## config.mk

```make
export PLATFORM = sky130hd
export DESIGN_NAME = plugboard_prog_flat
export DESIGN_NICKNAME = d
export VERILOG_FILES = /design/src/rtl/plugboard_prog_if.sv /design/src/rtl/plugboard_prog.sv /design/src/flat_wrapper.sv
export SDC_FILE = /design/constraint.sdc
export NUM_CORES = 1
export LEC_CHECK = 0
export ABC_AREA = 1
export CORE_UTILIZATION = 30
export DETAILED_ROUTE_END_ITERATION = 8
export PLACE_DENSITY = 0.49
export SLEW_MARGIN = 20
export SYNTH_ARGS = -nofsm -noshare
export SYNTH_HDL_FRONTEND = slang
export SYNTH_SLANG_ARGS = --single-unit
export TNS_END_PERCENT = 50
```

## constraint.sdc

```tcl
create_clock -name clk -period 8.2 [get_ports clk]
set_clock_uncertainty 0.15 [all_clocks]
set_input_delay 0.82 -clock clk [delete_from_list [all_inputs] [get_ports clk]]
set_output_delay 0.82 -clock clk [all_outputs]
set_load 0.05 [all_outputs]
```

## src/rtl/plugboard_prog_if.sv

```systemverilog
// rtl/plugboard_prog_if.sv - Letter stream and config request bundle for the programmable plugboard
interface plugboard_prog_if #(
   parameter int N_LETTERS = 26,
   parameter int IDX_W     = 5,
   parameter int PC_W      = 4
);
   logic                 in_valid;
   logic                 in_ready;
   logic [N_LETTERS-1:0] in_letter;
   logic                 out_valid;
   logic [N_LETTERS-1:0] out_letter;
   logic                 out_bad;
   logic                 cfg_valid;
   logic                 cfg_ready;
   logic [1:0]           cfg_op;
   logic [IDX_W-1:0]     cfg_a;
   logic [IDX_W-1:0]     cfg_b;
   logic                 cfg_done;
   logic                 cfg_err;
   logic [PC_W-1:0]      pair_count;

   modport master (
      output in_valid, in_letter, cfg_valid, cfg_op, cfg_a, cfg_b,
      input  in_ready, out_valid, out_letter, out_bad, cfg_ready, cfg_done, cfg_err, pair_count
   );

   modport slave (
      input  in_valid, in_letter, cfg_valid, cfg_op, cfg_a, cfg_b,
      output in_ready, out_valid, out_letter, out_bad, cfg_ready, cfg_done, cfg_err, pair_count
   );
endinterface

```

## src/rtl/plugboard_prog.sv

```systemverilog
// rtl/plugboard_prog.sv - Programmable Enigma plugboard: registered one-hot swap through a runtime pair table
module plugboard_prog #(
   parameter int N_LETTERS = 26,
   parameter int MAX_PAIRS = 10,
   parameter int IDX_W     = 5,
   parameter int PC_W      = $clog2(MAX_PAIRS + 1)
) (
   input  logic            clk,
   input  logic            rst_n,
   plugboard_prog_if.slave bus
);
   typedef enum logic [1:0] {S_IDLE, S_CHECK, S_CLEAR} state_t;

   localparam logic [1:0]       OP_ADD    = 2'd0;
   localparam logic [1:0]       OP_REMOVE = 2'd1;
   localparam logic [1:0]       OP_CLEAR  = 2'd2;
   localparam logic [IDX_W-1:0] LAST      = IDX_W'(N_LETTERS - 1);
   localparam logic [PC_W-1:0]  PC_MAX    = PC_W'(MAX_PAIRS);

   state_t               state, state_n;
   logic [IDX_W-1:0]     map [N_LETTERS];
   logic [1:0]           op_q;
   logic [IDX_W-1:0]     a_q, b_q, ptr;
   logic [PC_W-1:0]      count;
   logic                 done_q, err_q;
   logic                 out_valid_q, out_bad_q;
   logic [N_LETTERS-1:0] out_letter_q;

   logic                 in_ready_w, cfg_ready_w, cfg_fire, in_fire, one_hot;
   logic [IDX_W-1:0]     in_idx, lut, map_a, map_b;
   logic [N_LETTERS-1:0] lut_onehot;
   logic                 a_in, b_in, add_ok, rm_ok;
   logic                 do_add, do_rm, done_n, err_n;

   assign in_ready_w  = (state != S_CLEAR);
   assign cfg_ready_w = (state == S_IDLE);
   assign cfg_fire    = cfg_ready_w && bus.cfg_valid;
   assign in_fire     = in_ready_w && bus.in_valid;
   assign one_hot     = (bus.in_letter != '0) &&
                        ((bus.in_letter & (bus.in_letter - N_LETTERS'(1))) == '0);

   // Lookup reads the registered table, so a letter accepted on a commit edge sees the old mapping
   always_comb begin
      in_idx     = '0;
      lut_onehot = '0;
      for (int i = 0; i < N_LETTERS; i++)
         if (bus.in_letter[i]) in_idx = IDX_W'(i);
      lut = map[in_idx];
      for (int j = 0; j < N_LETTERS; j++)
         lut_onehot[j] = (lut == IDX_W'(j));
   end

   always_comb begin
      a_in   = (int'(a_q) < N_LETTERS);
      b_in   = (int'(b_q) < N_LETTERS);
      map_a  = map[a_q];
      map_b  = map[b_q];
      add_ok = a_in && b_in && (a_q != b_q) && (map_a == a_q) && (map_b == b_q) && (count != PC_MAX);
      rm_ok  = a_in && (map_a != a_q);
   end

   always_ff @(posedge clk or negedge rst_n) begin
      if (!rst_n) state <= S_IDLE;
      else        state <= state_n;
   end

   always_comb begin
      state_n = state;
      do_add  = 1'b0;
      do_rm   = 1'b0;
      done_n  = 1'b0;
      err_n   = 1'b0;
      case (state)
         S_IDLE: begin
            if (bus.cfg_valid) state_n = (bus.cfg_op == OP_CLEAR) ? S_CLEAR : S_CHECK;
         end
         S_CHECK: begin
            state_n = S_IDLE;
            done_n  = 1'b1;
            if (op_q == OP_ADD && add_ok)         do_add = 1'b1;
            else if (op_q == OP_REMOVE && rm_ok)  do_rm  = 1'b1;
            else                                  err_n  = 1'b1;
         end
         S_CLEAR: begin
            if (ptr == LAST) begin
               state_n = S_IDLE;
               done_n  = 1'b1;
            end
         end
         default: state_n = S_IDLE;
      endcase
   end

   always_ff @(posedge clk or negedge rst_n) begin
      if (!rst_n) begin
         for (int i = 0; i < N_LETTERS; i++) map[i] <= IDX_W'(i);
         op_q   <= OP_ADD;
         a_q    <= '0;
         b_q    <= '0;
         ptr    <= '0;
         count  <= '0;
         done_q <= 1'b0;
         err_q  <= 1'b0;
      end else begin
         done_q <= done_n;
         err_q  <= err_n;
         if (cfg_fire) begin
            op_q <= bus.cfg_op;
            a_q  <= bus.cfg_a;
            b_q  <= bus.cfg_b;
            ptr  <= '0;
         end
         if (do_add) begin
            map[a_q] <= b_q;
            map[b_q] <= a_q;
            count    <= count + PC_W'(1);
         end
         if (do_rm) begin
            map[a_q]   <= a_q;
            map[map_a] <= map_a;
            count      <= count - PC_W'(1);
         end
         if (state == S_CLEAR) begin
            map[ptr] <= ptr;
            ptr      <= ptr + IDX_W'(1);
            if (ptr == LAST) count <= '0;
         end
      end
   end

   always_ff @(posedge clk or negedge rst_n) begin
      if (!rst_n) begin
         out_valid_q  <= 1'b0;
         out_bad_q    <= 1'b0;
         out_letter_q <= '0;
      end else begin
         out_valid_q  <= in_fire;
         out_bad_q    <= in_fire && !one_hot;
         out_letter_q <= (in_fire && one_hot) ? lut_onehot : '0;
      end
   end

   assign bus.in_ready   = in_ready_w;
   assign bus.cfg_ready  = cfg_ready_w;
   assign bus.out_valid  = out_valid_q;
   assign bus.out_letter = out_letter_q;
   assign bus.out_bad    = out_bad_q;
   assign bus.cfg_done   = done_q;
   assign bus.cfg_err    = err_q;
   assign bus.pair_count = count;
endmodule

```

## src/flat_wrapper.sv

```systemverilog
// flat-port wrapper written by rule: the top's interface ports become plain ports
module plugboard_prog_flat 
#(
   parameter int N_LETTERS = 26,
   parameter int MAX_PAIRS = 10,
   parameter int IDX_W     = 5,
   parameter int PC_W      = $clog2(MAX_PAIRS + 1)
)
  (clk, rst_n, bus_in_valid, bus_in_letter, bus_cfg_valid, bus_cfg_op, bus_cfg_a, bus_cfg_b, bus_in_ready, bus_out_valid, bus_out_letter, bus_out_bad, bus_cfg_ready, bus_cfg_done, bus_cfg_err, bus_pair_count);
  plugboard_prog_if #(.N_LETTERS(N_LETTERS), .IDX_W(IDX_W), .PC_W(PC_W)) bus_i ();
  input  logic clk;
  input  logic rst_n;
  input wire logic [$bits(bus_i.in_valid)-1:0] bus_in_valid;
  input wire logic [$bits(bus_i.in_letter)-1:0] bus_in_letter;
  input wire logic [$bits(bus_i.cfg_valid)-1:0] bus_cfg_valid;
  input wire logic [$bits(bus_i.cfg_op)-1:0] bus_cfg_op;
  input wire logic [$bits(bus_i.cfg_a)-1:0] bus_cfg_a;
  input wire logic [$bits(bus_i.cfg_b)-1:0] bus_cfg_b;
  output wire logic [$bits(bus_i.in_ready)-1:0] bus_in_ready;
  output wire logic [$bits(bus_i.out_valid)-1:0] bus_out_valid;
  output wire logic [$bits(bus_i.out_letter)-1:0] bus_out_letter;
  output wire logic [$bits(bus_i.out_bad)-1:0] bus_out_bad;
  output wire logic [$bits(bus_i.cfg_ready)-1:0] bus_cfg_ready;
  output wire logic [$bits(bus_i.cfg_done)-1:0] bus_cfg_done;
  output wire logic [$bits(bus_i.cfg_err)-1:0] bus_cfg_err;
  output wire logic [$bits(bus_i.pair_count)-1:0] bus_pair_count;
  assign bus_i.in_valid = bus_in_valid;
  assign bus_i.in_letter = bus_in_letter;
  assign bus_i.cfg_valid = bus_cfg_valid;
  assign bus_i.cfg_op = bus_cfg_op;
  assign bus_i.cfg_a = bus_cfg_a;
  assign bus_i.cfg_b = bus_cfg_b;
  assign bus_in_ready = bus_i.in_ready;
  assign bus_out_valid = bus_i.out_valid;
  assign bus_out_letter = bus_i.out_letter;
  assign bus_out_bad = bus_i.out_bad;
  assign bus_cfg_ready = bus_i.cfg_ready;
  assign bus_cfg_done = bus_i.cfg_done;
  assign bus_cfg_err = bus_i.cfg_err;
  assign bus_pair_count = bus_i.pair_count;
  plugboard_prog #(.N_LETTERS(N_LETTERS), .MAX_PAIRS(MAX_PAIRS), .IDX_W(IDX_W), .PC_W(PC_W)) u_core (.clk(clk), .rst_n(rst_n), .bus(bus_i));
endmodule
```

==> flow_summary.toml, run 1 <==
[outcome]
status = "finished, final reports clean"

[placed_design]
io_buffers = 77
gp_congestion = 1.003
dp_slack_ns = 2.568
placed_cell_area_um2 = 16250
detailed_place_hpwl_um = 51910

[critical_path]
crit_chain = "buf_4 > inv_2 > nor2_2 > clkinv_2 > o22ai_1 > o21ai_0 > o221ai_1 > a221oi_2 > nand2_1 > xor2_1 > nand3b_1 > nor3_4 > nand3_2 > inv_6 > buf_4 > nand4_1 > o21ai_1 > o21ai_0 > a21oi_1"
end_kind = "flop"
worstSetupStartpointType = "flop"
crit_required_ns = 8.48
r2r_end = "u_core.bus.pair_count[3]"
path_class = "reg -> reg"
reg2reg_depth = 19
critical_path.max_fanout = 81
cp_data_arrival_time_ns = 5.91
crit-reg2reg-launch = "u_core.a_q[1]"
r2r_slack_ns = 2.57
slowest_stage = "inv_2"
cpPeakStageDelay_ns = 0.63

[clock_network]
clockBufferDepth = 2
cts_tree = "built"
clk_latency_ns = 0.51
cts_root_buf = "clkbuf_16"
ctsResizeCount = 0
clk_pin_slew_ns = 0.07
numCtsBuffers = 17
cts_hold_buffers = 0
post-cts-setup-buffers = 0
cts_htree_levels = 4
cts_sinks = 183

[sta]
drv_slew = 0
final-setup-viol-count = 0
period_share = 0.6866
worstMarginPinSlew_ns = 1.008
final.setup.worst_slack_ns = 2.570
fin_crit_ns = 5.630
max_freq_ghz = 0.1776
rsz0062_at_grt = "false"
tns_ns = 0
hold_viol = 0
relSlewSlack = 0.3255

[layout]
antenna_cells = 0
drive_gt1_frac = 0.07855
multi_input_area_um2 = 8616
final_area_um2 = 16880
nFillCells = 5399
area_delta_synth_final_pct = 12.50
layout.area.seq_um2 = 4651
nets = 2305

[logic_synthesis]
synth_warnings = 0
synthArstFlopShare = 1.000
synth-seq-cells = 183
avgSynthCellArea_um2 = 6.682
synth_edf_count = 0
seq_area_frac_synth = 0.3100
synth_cells = 2245
yosys.cell_types.count = 61
syn_nets = 2297
dominantRegCellSynth = "dfrtp_1"
syn_area_um2 = 15000

[detailed_routing]
firstDrtPassIters = 8
vias_per_cell = 5.977
dr_total_vias = 17510
wl_per_cell_um = 25.72
drt-initial-drc-count = 2546
wl_um = 75370
ant_nets = 0
drc_errors = 0

[floorplan]
die-area_um2 = 50900
pin_count = 78
die_y_um = 225.6
rows = 81
initial_utilization = 0.3052
core_um2 = 49150
die_w_um = 225.6

[grt]
grt_pass1_wl_um = 109200
grt.total_usage = 0.2968
grt-ovfl-total = 0
antenna_found_initial = 1
grt_pass1_vias = 16190
grt_max_degree = 82

[power]
switching_share = 0.5598
p_seq_frac = 0.269
p_clk_frac = 0.157
vdd_drop_max_v = 0.0001999
internal-power_w = 0.002572
p_leak_nw = 6.818
switchingPower_w = 0.003271
combPwrFrac = 0.574
p_total_w = 0.005842
powerDensity_nw_per_um2 = 346.2

[min_path]
worstHoldPathType = "in -> async"

[job]
maxCapViolCount = 0
==> power groups by stage <==
stage | registers (W) | logic [W] | clock network (W)
2_1_floorplan | 0.00147 | 0.00199 | 0
3_3_place_gp | 0.00156 | 0.00320 | 0
3_5_place_dp | 0.00156 | 0.00321 | 0
4_1_cts | 0.00155 | 0.00322 | 0.000939
5_1_grt | 0.00159 | 0.00351 | 0.000969
6_report | 0.00157 | 0.00336 | 0.000915
==> sequential cells by signal (all words and copies together) (netlist names), 2 cells and up <==
name,flops
u_core.op_q,2
u_core.state,2
u_core.map,130
u_core.bus.out_letter,26
u_core.ptr,5
u_core.b_q,5
u_core.bus.pair_count,4
u_core.a_q,5
==> cell usage in the layout (no fill, tap or decap), drive strengths merged, types with 2 or more instances in the layout <==
cell             n
nand3          131
a221oi          16
a22oi           32
clkinvlp         3
clkdlybuf4s50   76
nand3b           4
nor3            13
dfstp           57
inv            281
nand2          387
dfrtp          126
mux2i            3
o2111ai         15
buf             35
a2111oi          3
o211ai          63
ha              10
o221ai          91
a31oi            4
bufinv           2
o21ai          332
a211oi           4
o22ai          117
xor2             7
clkbuf          24
clkinv          11
nand4            8
and3             2
a21oi           76
nor2           322
==> synthesized netlist by cell type (all sizes together), types with 7 or more instances <==
library cell	count	area [µm²]
buf	72	452.9
a21oi	76	384.1
o21ai	332	1662
dfrtp	126	3153
nand3	131	660.6
dfstp	57	1498
a22oi	32	245.2
nand4	8	50.05
xor2	7	61.31
o22ai	117	738.2
inv	280	1059
nor3	13	81.33
clkinv	8	31.28
a221oi	16	171.4
o2111ai	15	131.4
o211ai	63	473.0
nand2	387	1468
o221ai	91	834.6
nor2	322	1271
ha	10	125.1
clkbuf	51	192.7
==> metal layers <==
layer	part of all wire	wire length (µm)	GRT usage	up-vias
li1	-	-	-	7833
met1	0.42	31370	0.3990	8450
met2	0.43	32100	0.4354	1028
met3	0.11	8134	0.07455	201
met4	0.050	3763	0.1562	0
met5	0	0	0	-
==> cell type report <==
class,count,area share
multi-input cells,1651,0.5105
inverters,288,0.06487
repair buffers,112,0.06294
clock inverters,9,0.006746
well taps,664,0.04923
flip-flops and latches,183,0.2756
clock buffers,23,0.03017
==> worst max-delay path, delay by kind of cell (launching register included) <==
family | cells | cell delay, ns
AO/OA/AOI/OAI | 7 | 1.55
XOR/XNOR | 1 | 0.17
buffers and inverters | 5 | 2.32
flip-flops | 1 | 0.36
AND/OR/NAND/NOR | 6 | 0.96
==> cell families (layout without fill, tap and decap cells) <==
group / Yosys count / count (layout) / share of synthesized area
flops: 183 / 183 / 0.3100
fa+ha+maj: 10 / 10 / 0.008340
compound gates: 762 / 762 / 0.3204
simple gates: 869 / 869 / 0.2395
xor+xnor: 7 / 7 / 0.004087
buf+inv: 411 / 432 / 0.1157
mux: 3 / 3 / 0.002002
==> metrics by stage <==
step                        util  hold WS [ns]  cells
after floorplan                -        0.3209   2245
after global placement    0.3307        0.3360   2898
after detailed placement  0.3307        0.3375   2898
after CTS                 0.3434        0.1599   2930
after global routing      0.3434        0.1951   2930
final                     0.3434        0.1593   2930
==> how the worst max path moves through the flow <==
stage	endpoint	slack, ns	startpoint	cells past startpoint
after global placement	u_core.bus.out_letter[23]	2.59	bus_in_letter[3]	35
after CTS	u_core.bus.pair_count[3]	2.87	u_core.a_q[1]	18
final	u_core.bus.pair_count[3]	2.57	u_core.a_q[1]	19
after global routing	u_core.bus.out_letter[4]	2.41	bus_in_letter[2]	36
after floorplan	u_core.bus.out_letter[0]	4.92	bus_in_letter[4]	20
after detailed placement	u_core.bus.out_letter[7]	2.57	bus_in_letter[2]	36
(Power assumes the default switching activity.)
==> run 2, diff against run 1 <==
PLACE_DENSITY = 0.5   (was 0.49)
clock period = 4.7 ns   (was 8.2 ns; I/O delays follow)
==> run 2 against run 1 <==
Net effect:
- flip-flop and latch count unchanged
- count of clock-buffer cells in the layout decreased by 2
- utilization grew 0.99 points
- global-route usage increased by 0.60 points
- worst hold slack gained 0.18 ns
- sequential power rose by 80%
- combinational power is 82% higher
- die area stayed put
- first-iteration DRC count decreased by 9.0%
==> flow_summary.toml, run 2 (synthesized netlist as in run 1, its figures left out) <==
[sta]
drv_slew = 0
hold_viol = 0
worstMarginPinSlew_ns = 1.042
fin_crit_ns = 4.366
relSlewSlack = 0.3001
max_freq_ghz = 0.2291
tns_ns = 0
rsz0062_at_grt = "false"
period_share = 0.9289
final-setup-viol-count = 0

[grt]
grt.total_usage = 0.3028
grt_pass1_vias = 17060
grt_max_degree = 85
grt_pass1_wl_um = 112000
antenna_found_initial = 1
grt-ovfl-total = 0

[floorplan]
core_um2 = 49150
die_y_um = 225.6
initial_utilization = 0.3052
rows = 81
die-area_um2 = 50900
die_w_um = 225.6
pin_count = 78

[clock_network]
cts_sinks = 183
clockBufferDepth = 2
cts_tree = "built"
ctsResizeCount = 0
cts_htree_levels = 4
post-cts-setup-buffers = 0
numCtsBuffers = 17
cts_root_buf = "clkbuf_16"
clk_latency_ns = 0.52
cts_hold_buffers = 1
clk_pin_slew_ns = 0.08

[placed_design]
io_buffers = 77
detailed_place_hpwl_um = 54140
gp_congestion = 1.048

[detailed_routing]
vias_per_cell = 5.980
wl_um = 75820
wl_per_cell_um = 25.37
drc_errors = 0
dr_total_vias = 17870
firstDrtPassIters = 8
ant_nets = 0
drt-initial-drc-count = 2316

[critical_path]
worstSetupStartpointType = "flop"
path_class = "reg -> reg"
r2r_end = "u_core.map[45]"
crit_required_ns = 4.93
r2r_slack_ns = 0.33
reg2reg_depth = 15
critical_path.max_fanout = 50
crit-reg2reg-launch = "u_core.b_q[4]"
cp_data_arrival_time_ns = 4.59
end_kind = "flop"

[min_path]
hold_end = "u_core.bus.pair_count[3]"
hold_path_depth = 1
worstHoldPathType = "reg -> reg"
hold_start = "u_core.bus.pair_count[3]"

[layout]
drive_gt1_frac = 0.1003
area_delta_synth_final_pct = 15.73
top_register = "u_core.map"
largest_register_ffs = 130
final_util = 0.3532
final_cell_mix = "nand2_1 (381), o21ai_0 (319), nor2_1 (314)"
mostFrequentLayoutCell = "nand2_1"
nets = 2362

[power]
vdd_drop_max_v = 0.0003823
powerDensity_nw_per_um2 = 601.3
p_total_w = 0.01044
p_leak_nw = 7.098

[outcome]
status = "finished, final reports clean"

[job]
maxCapViolCount = 0
-- run 2: changes by cell type in the layout (fill, tap and decap cells not counted), moves of 2 or more --
cell        delta
clkinv_4       -2
clkbuf_8       -2
buf_4         +48
clkinvlp_4     +2
inv_6          +3
buf_12         +8
-- run 2: area by class of cell --
class                      instances  area (µm²)
fill                            5360       31790
antenna                            1       2.502
sequential                       183        4651
inverter                         288        1095
clock buffer                      21       460.4
clock inverter                    11       113.9
timing repair buffer             169        1593
tap                              664       830.8
multi-input combinational       1651        8616
-- run 2: metrics by stage --
step	hold WS [ns]	instance area (µm²)	worst slack [ns]	cells
3_3_place_gp	0.3299	16770	0.3691	2954
4_1_cts	0.3303	17360	0.5278	2987
5_1_grt	0.3856	17360	0.1575	2987
6_report	0.3438	17360	0.3342	2988
3_5_place_dp	0.3335	16770	0.3887	2954
2_1_floorplan	0.02441	15000	1.716	2245
-- run 2: metal layers --
layer / track usage / wire length, µm / up-vias / share of wire
met5: 0 / 0 / - / 0
met4: 0.1876 / 4424 / 0 / 0.058
met3: 0.06609 / 8039 / 249 / 0.11
met2: 0.4560 / 32780 / 1153 / 0.43
met1: 0.3933 / 30580 / 8508 / 0.40
li1: - / - / 7959 / -
-- run 2: power breakdown --
part	total [W]	leakage [nW]	switching, W	internal, W
Combinational	0.00611	4.52	0.00441	0.00169
Sequential	0.00283	2.31	0.000659	0.00217
Clock	0.00150	0.265	0.000736	0.000766
Total	0.0104	7.10	0.00581	0.00463
-- run 2: worst max-delay path: stages, from the launching register on --
cell     delay [ns]
dfrtp_1        0.80
inv_1          0.12
nor2_1         0.22
inv_1          0.09
nor2_1         0.45
o21ai_0        0.33
nand3_1        0.17
nor3_1         0.07
xor2_1         0.16
a21oi_1        0.22
nand4_1        0.14
nor3_2         0.25
nand3_2        0.18
buf_4          0.39
o21ai_0        0.31
o22ai_1        0.13
-- run 2: worst max-delay path by stage --
stage | start | end | slack (ns) | cells past startpoint
after floorplan | u_core.a_q[1] | u_core.map[41] | 1.72 | 18
after global placement | bus_in_letter[2] | u_core.bus.out_letter[22] | 0.37 | 36
after detailed placement | bus_in_letter[2] | u_core.bus.out_letter[6] | 0.39 | 36
after CTS | u_core.b_q[4] | u_core.map[70] | 0.53 | 18
after global routing | u_core.b_q[4] | u_core.map[71] | 0.16 | 18
final | u_core.b_q[4] | u_core.map[45] | 0.33 | 15
==> patch 1, RTL diff (settings of run 1) <==
`N_LETTERS` is set to 26 in 3 places; all go to 13.
--- a/src/rtl/plugboard_prog_if.sv
+++ b/src/rtl/plugboard_prog_if.sv
@@ -1,6 +1,6 @@
 // rtl/plugboard_prog_if.sv - Letter stream and config request bundle for the programmable plugboard
 interface plugboard_prog_if #(
-   parameter int N_LETTERS = 26,
+   parameter int N_LETTERS = 13,
    parameter int IDX_W     = 5,
    parameter int PC_W      = 4
 );
--- a/src/rtl/plugboard_prog.sv
+++ b/src/rtl/plugboard_prog.sv
@@ -1,6 +1,6 @@
 // rtl/plugboard_prog.sv - Programmable Enigma plugboard: registered one-hot swap through a runtime pair table
 module plugboard_prog #(
-   parameter int N_LETTERS = 26,
+   parameter int N_LETTERS = 13,
    parameter int MAX_PAIRS = 10,
    parameter int IDX_W     = 5,
    parameter int PC_W      = $clog2(MAX_PAIRS + 1)
--- a/src/flat_wrapper.sv
+++ b/src/flat_wrapper.sv
@@ -1,7 +1,7 @@
 // flat-port wrapper written by rule: the top's interface ports become plain ports
 module plugboard_prog_flat 
 #(
-   parameter int N_LETTERS = 26,
+   parameter int N_LETTERS = 13,
    parameter int MAX_PAIRS = 10,
    parameter int IDX_W     = 5,
    parameter int PC_W      = $clog2(MAX_PAIRS + 1)
Ports: changed (resized bus_in_letter and bus_out_letter); port bits go from 78 to 52. No check against the original RTL was run, so the function may have changed too.
==> patch 1 against run 1 <==
Routed wire length down 52%. Critical path type unchanged. Worst setup slack better by 1.2 ns. Final area down 44%. Synthesized area down 44%. Sequential cell count down 78. Via count down 47%. Total power down 50%.
==> patch 1: results (changes against run 1) <==
place:
  placed_area_sq_mm: 0.00914  # was 0.0163 sq mm
  place_congestion: 1.01  # was 1.00
  dp_slack_ns: 3.83  # was 2.57 ns
  dp_hpwl_mm: 26.8  # was 51.9 mm
  portBuffers: 51  # was 77
global_route:
  grt_pass1_vias: 8530  # was 16200
  antenna_found_initial: 0  # was 1
  grt_max_degree: 73  # was 82
  grt_pass1_wl_mm: 54.8  # was 109 mm
  grt_usage_pct: 25.7  # was 29.7%
setup_path:
  arrival_ns: 4.63  # was 5.91 ns
  critPathMaxFanout: 72  # was 81
  reg2reg_from: "u_core.b_q[2]$_DFFE_PN0P_"  # was u_core.a_q[1]$_DFFE_PN0P_
  crit_type: "flop to flop"  # unchanged
final_layout:
  antenna_cells: 0  # unchanged
  largest_register_ffs: 65  # was 130
  final_layout_size_suffix_gt1_share_pct: 6.22  # was 7.86%
yosys:
  synth_cell_types: 46  # was 61
  synth_fa_ha_area_share_pct: 1.64  # was 0.834%
  syn_nets: 1355  # was 2297
  synth-compound-area-share_pct: 21.5  # was 32.0%
  synth_xor_area_share_pct: 0.313  # was 0.409%
  synth-seq-area-share_pct: 31.6  # was 31.0%
  synth.area.top_cells: "dfrtp_1 (25%), nand2_1 (15%), nor2_1 (8.4%)"  # was dfrtp_1 (21%), o21ai_0 (11%), dfstp_2 (10%)
  synthTopCellsByCount: "nand2_1 (325), nor2_1 (188), inv_1 (154)"  # was nand2_1 (381), o21ai_0 (319), nor2_1 (314)
  synthMuxAreaShare_pct: 0  # was 0.200%
drt:
  drt-initial-drc-count: 1021  # was 2546
  wl_per_cell_microns: 21.4  # was 25.7 microns
  vias: 9356  # was 17500
  dr.pass1.iters: 7  # was 8
timing:
  slew_headroom_pct: 31.8  # was 32.5%
  final-setup-viol-count: 0  # unchanged
worst_hold_path:
  min_path_type: "primary input to asynchronous set/reset pin"  # unchanged
clocking:
  numCtsBuffers: 9  # was 17
  clockBufferDepth: 2  # unchanged
  insertion_delay_ns: 0.38  # was 0.51 ns
  postCtsSetupBuffers: 0  # unchanged
  cts.clk_slew.worst_paths_ns: 0.09  # was 0.07 ns
  cts_max_level: 3  # was 4
pwr:
  vdd_drop_max_mv: 0.188  # was 0.200 mV
  p_leak_nw: 4.33  # was 6.82 nW
run_status:
  status: "finished, final reports clean"  # unchanged
[patch 1: changes by cell type after synthesis, moves of 25 or more]
cell / before / now
nand2_1: 381 / 325
o21ai_1: 13 / 51
nand3_1: 130 / 86
a21oi_1: 75 / 29
buf_2: 41 / 16
dfstp_2: 57 / 22
o221ai_1: 85 / 1
o211ai_1: 63 / 24
a22oi_1: 31 / 5
o22ai_1: 116 / 84
o21ai_0: 319 / 95
dfrtp_1: 126 / 83
inv_1: 262 / 154
nor2_1: 314 / 188
[patch 1: power breakdown]
| part | total, mW | internal, mW | switching [mW] |
|---|---|---|---|
| combinational | 1.58 | 0.421 | 1.16 |
| sequential | 0.851 | 0.657 | 0.194 |
| clock | 0.500 | 0.248 | 0.252 |
[patch 1: worst paths after layout]
kind	endpoint	slack (ns)	cells past startpoint
setup reg to reg	u_core.map[23]$_DFF_PN1_	3.74	12
hold / removal	u_core.bus.out_bad$_DFF_PN0_	0.30	1
setup / recovery	u_core.map[23]$_DFF_PN1_	3.74	12
hold reg to reg	u_core.map[13]$_DFF_PN1_	0.36	2
max in group asynchronous	u_core.map[30]$_DFF_PN0_	6.34	2
min in group clk	u_core.map[13]$_DFF_PN1_	0.36	2
[patch 1: area by class of cell]
class | count | area (sq um)
Fill cell | 3011 | 17700
Multi-Input combinational cell | 992 | 4840
Sequential cell | 105 | 2660
Inverter | 163 | 614
Timing Repair Buffer | 59 | 568
Tap cell | 372 | 465
Clock buffer | 9 | 225
Clock inverter | 7 | 96.3
[patch 1: cell families after synthesis]
kind of cell	count (synthesis)
simple gates	670
compound gates	308
buf+inv	218
flops	105
fa+ha+maj	11
xor+xnor	3
[patch 1: through the flow]
stage,utilization (%),std cells,hold slack (ns)
3_5_place_dp,33.6,1691,0.346
2_1_floorplan,-,1315,0.326
3_3_place_gp,33.6,1691,0.341
5_1_grt,34.8,1707,0.374
4_1_cts,34.8,1707,0.355
6_report,34.8,1707,0.304
[patch 1: per-layer routing]
metal	GRT usage, %	wire [microns]	vias up	part of all wire, %
met4	9.64	1310	0	3.6
met1	36.3	16500	4400	45
met3	4.24	3060	82	8.4
li1	-	-	4410	-
met5	0	0	-	0
met2	39.2	15600	464	43
[patch 1: worst max-delay path: stages, from the launching register on]
cell      delay [ns]
dfrtp_1         0.72
nor2_1          0.79
o21ai_0         0.42
nand2_1         0.19
nor2_1          0.06
nand2_1         0.05
nand2_1         0.07
nor2_1          0.10
nand2_1         0.15
nor2_8          0.55
nand2_4         0.61
or2_1           0.41
nand3b_1        0.09
==> patch 2, RTL diff (config.mk and constraints of run 1) <==
Made on the original files. Encoding of `state_t`: now one-hot (3 bits for 3 states).
--- a/src/rtl/plugboard_prog.sv
+++ b/src/rtl/plugboard_prog.sv
@@ -9,7 +9,7 @@
    input  logic            rst_n,
    plugboard_prog_if.slave bus
 );
-   typedef enum logic [1:0] {S_IDLE, S_CHECK, S_CLEAR} state_t;
+   typedef enum logic [2:0] {S_IDLE = 3'b001, S_CHECK = 3'b010, S_CLEAR = 3'b100} state_t;
 
    localparam logic [1:0]       OP_ADD    = 2'd0;
    localparam logic [1:0]       OP_REMOVE = 2'd1;
Behaviour: no difference found for any inputs over 4 cycles, from zero or initial values and one cycle with rst_n low; so few cycles prove little.
==> patch 2 against run 1 <==
Sequential cell count is 1 higher. Utilization rose by 0.16 points. Worst setup slack improved by 0.083 ns. Final area hardly changed. Total power decreased by 36%. Die area down 0.59%. Critical path type unchanged. Routed wire length shrank 1.5%. Synthesized area shrank 0.60%. Fmax up 1.5%. First-iteration DRC count decreased by 26%. Global-route usage shrank 0.27 points. Critical endpoint is now u_core.map[111]$_DFF_PN1_.
==> patch 2: results (changes against run 1) <==
yosys:
  ys.flop_type: "dfrtp_1"  # unchanged
  synth_cell_types: 53  # was 61
  synthTopCellsByCount: "nand2_1 (434), nor2_1 (290), inv_1 (286)"  # was nand2_1 (381), o21ai_0 (319), nor2_1 (314)
  synth.area.top_cells: "dfrtp_1 (21%), nand2_1 (11%), dfstp_2 (10%)"  # was dfrtp_1 (21%), o21ai_0 (11%), dfstp_2 (10%)
  yosysWarnings: 0  # unchanged
  synth-seq-area-share_pct: 31.4  # was 31.0%
  async_reset_ff_share_pct: 100  # unchanged
global_route:
  grt_max_degree: 78  # was 82
  grt_pass1_vias: 16400  # was 16200
  grt_usage_pct: 29.4  # was 29.7%
  antenna_found_initial: 2  # was 1
  grt_pass1_wl_mm: 109  # about the same
setup_path:
  cp_top_family: "simple AND/OR/NAND/NOR gates"  # was buffers and inverters
  slowest_stage: "dfrtp_1"  # was inv_2
  slowest_delay_ns: 0.85  # was 0.63 ns
  arrival_ns: 5.83  # was 5.91 ns
  critPathMaxFanout: 28  # was 81
final_layout:
  fin_nets: 2337  # was 2305
  nFillCells: 5342  # was 5399
  final_layout_size_suffix_gt1_share_pct: 7.52  # was 7.86%
  largest_register_ffs: 130  # unchanged
  top_register: "u_core.map"  # unchanged
drt:
  vias: 17600  # was 17500
  drc: 0  # unchanged
  wl_per_cell_microns: 25.0  # was 25.7 microns
  dr.pass1.iters: 6  # was 8
  drt-initial-drc-count: 1885  # was 2546
pwr:
  p_leak_nw: 7.12  # was 6.82 nW
  vdd_drop_max_mv: 0.163  # was 0.200 mV
clocking:
  cts.clk_slew.worst_paths_ns: 0.09  # was 0.07 ns
  numCtsBuffers: 17  # unchanged
  insertion_delay_ns: 0.51  # about the same
  cts_max_level: 4  # unchanged
  clockRootBuffer: "clkbuf_16"  # unchanged
  postCtsSetupBuffers: 0  # unchanged
  clockBufferDepth: 2  # unchanged
  cts_resized: 0  # unchanged
place:
  place_congestion: 1.01  # was 1.00
  portBuffers: 77  # unchanged
  dp_hpwl_mm: 51.1  # was 51.9 mm
timing:
  slew_headroom_pct: 30.5  # was 32.5%
run_status:
  status: "finished, final reports clean"  # unchanged
worst_hold_path:
  min_path_type: "primary input to asynchronous set/reset pin"  # unchanged
[patch 2: final timing paths]
check	from	endpoint	slack, ns	depth (start not counted)
min	rst_n	u_core.map[23]$_DFF_PN0_	0.13	1
max in group asynchronous	rst_n	u_core.map[2]$_DFF_PN0_	6.43	2
max	u_core.a_q[0]$_DFFE_PN0P_	u_core.map[111]$_DFF_PN1_	2.65	16
min reg2reg	u_core.map[30]$_DFF_PN1_	u_core.map[30]$_DFF_PN1_	0.36	2
min in group clk	u_core.map[30]$_DFF_PN1_	u_core.map[30]$_DFF_PN1_	0.36	2
max reg2reg	u_core.a_q[0]$_DFFE_PN0P_	u_core.map[111]$_DFF_PN1_	2.65	16
[patch 2: report_power, final]
part           leakage, nW  internal (mW)  total, mW  switching [mW]
registers             2.34          0.959       1.01          0.0548
logic                 4.49          0.386       1.81            1.43
clock network        0.297          0.450      0.897           0.447
[patch 2: final cells by class]
cell class	count	share of cell area, %
inverters	317	7.12
well taps	664	4.92
clock inverters	13	0.926
diodes	6	0.0889
multi-input cells	1652	50.1
flip-flops and latches	184	27.7
clock buffers	19	2.68
repair buffers	116	6.47
[patch 2: cells by family after synthesis]
kind of cell	count (synthesis)	synth area share (%)
compound gates	738	30.9
fa+ha+maj	7	0.587
xor+xnor	9	0.529
simple gates	898	24.7
flops	184	31.4
buf+inv	438	11.9
[patch 2: stage by stage]
step / hold slack [ns] / cells / power (mW) / instance area, sq um / setup slack (ns)
CTS: 0.113 / 2965 / 3.68 / 16900 / 2.87
global route: 0.136 / 2965 / 3.85 / 16900 / 2.55
floorplan: 0.323 / 2274 / 1.99 / 14900 / 4.88
global placement: 0.339 / 2933 / 2.77 / 16300 / 2.70
detailed placement: 0.348 / 2933 / 2.76 / 16300 / 2.62
finish: 0.130 / 2971 / 3.73 / 16900 / 2.65
[patch 2: layer usage]
layer  global-route usage, %  wire length [microns]  vias to the layer above
met5                       0                     27                        -
met4                    13.6                   2900                        4
met3                    6.60                   7150                      168
met2                    44.6                  32700                     1082
met1                    39.6                  31500                     8492
li1                        -                      -                     7903
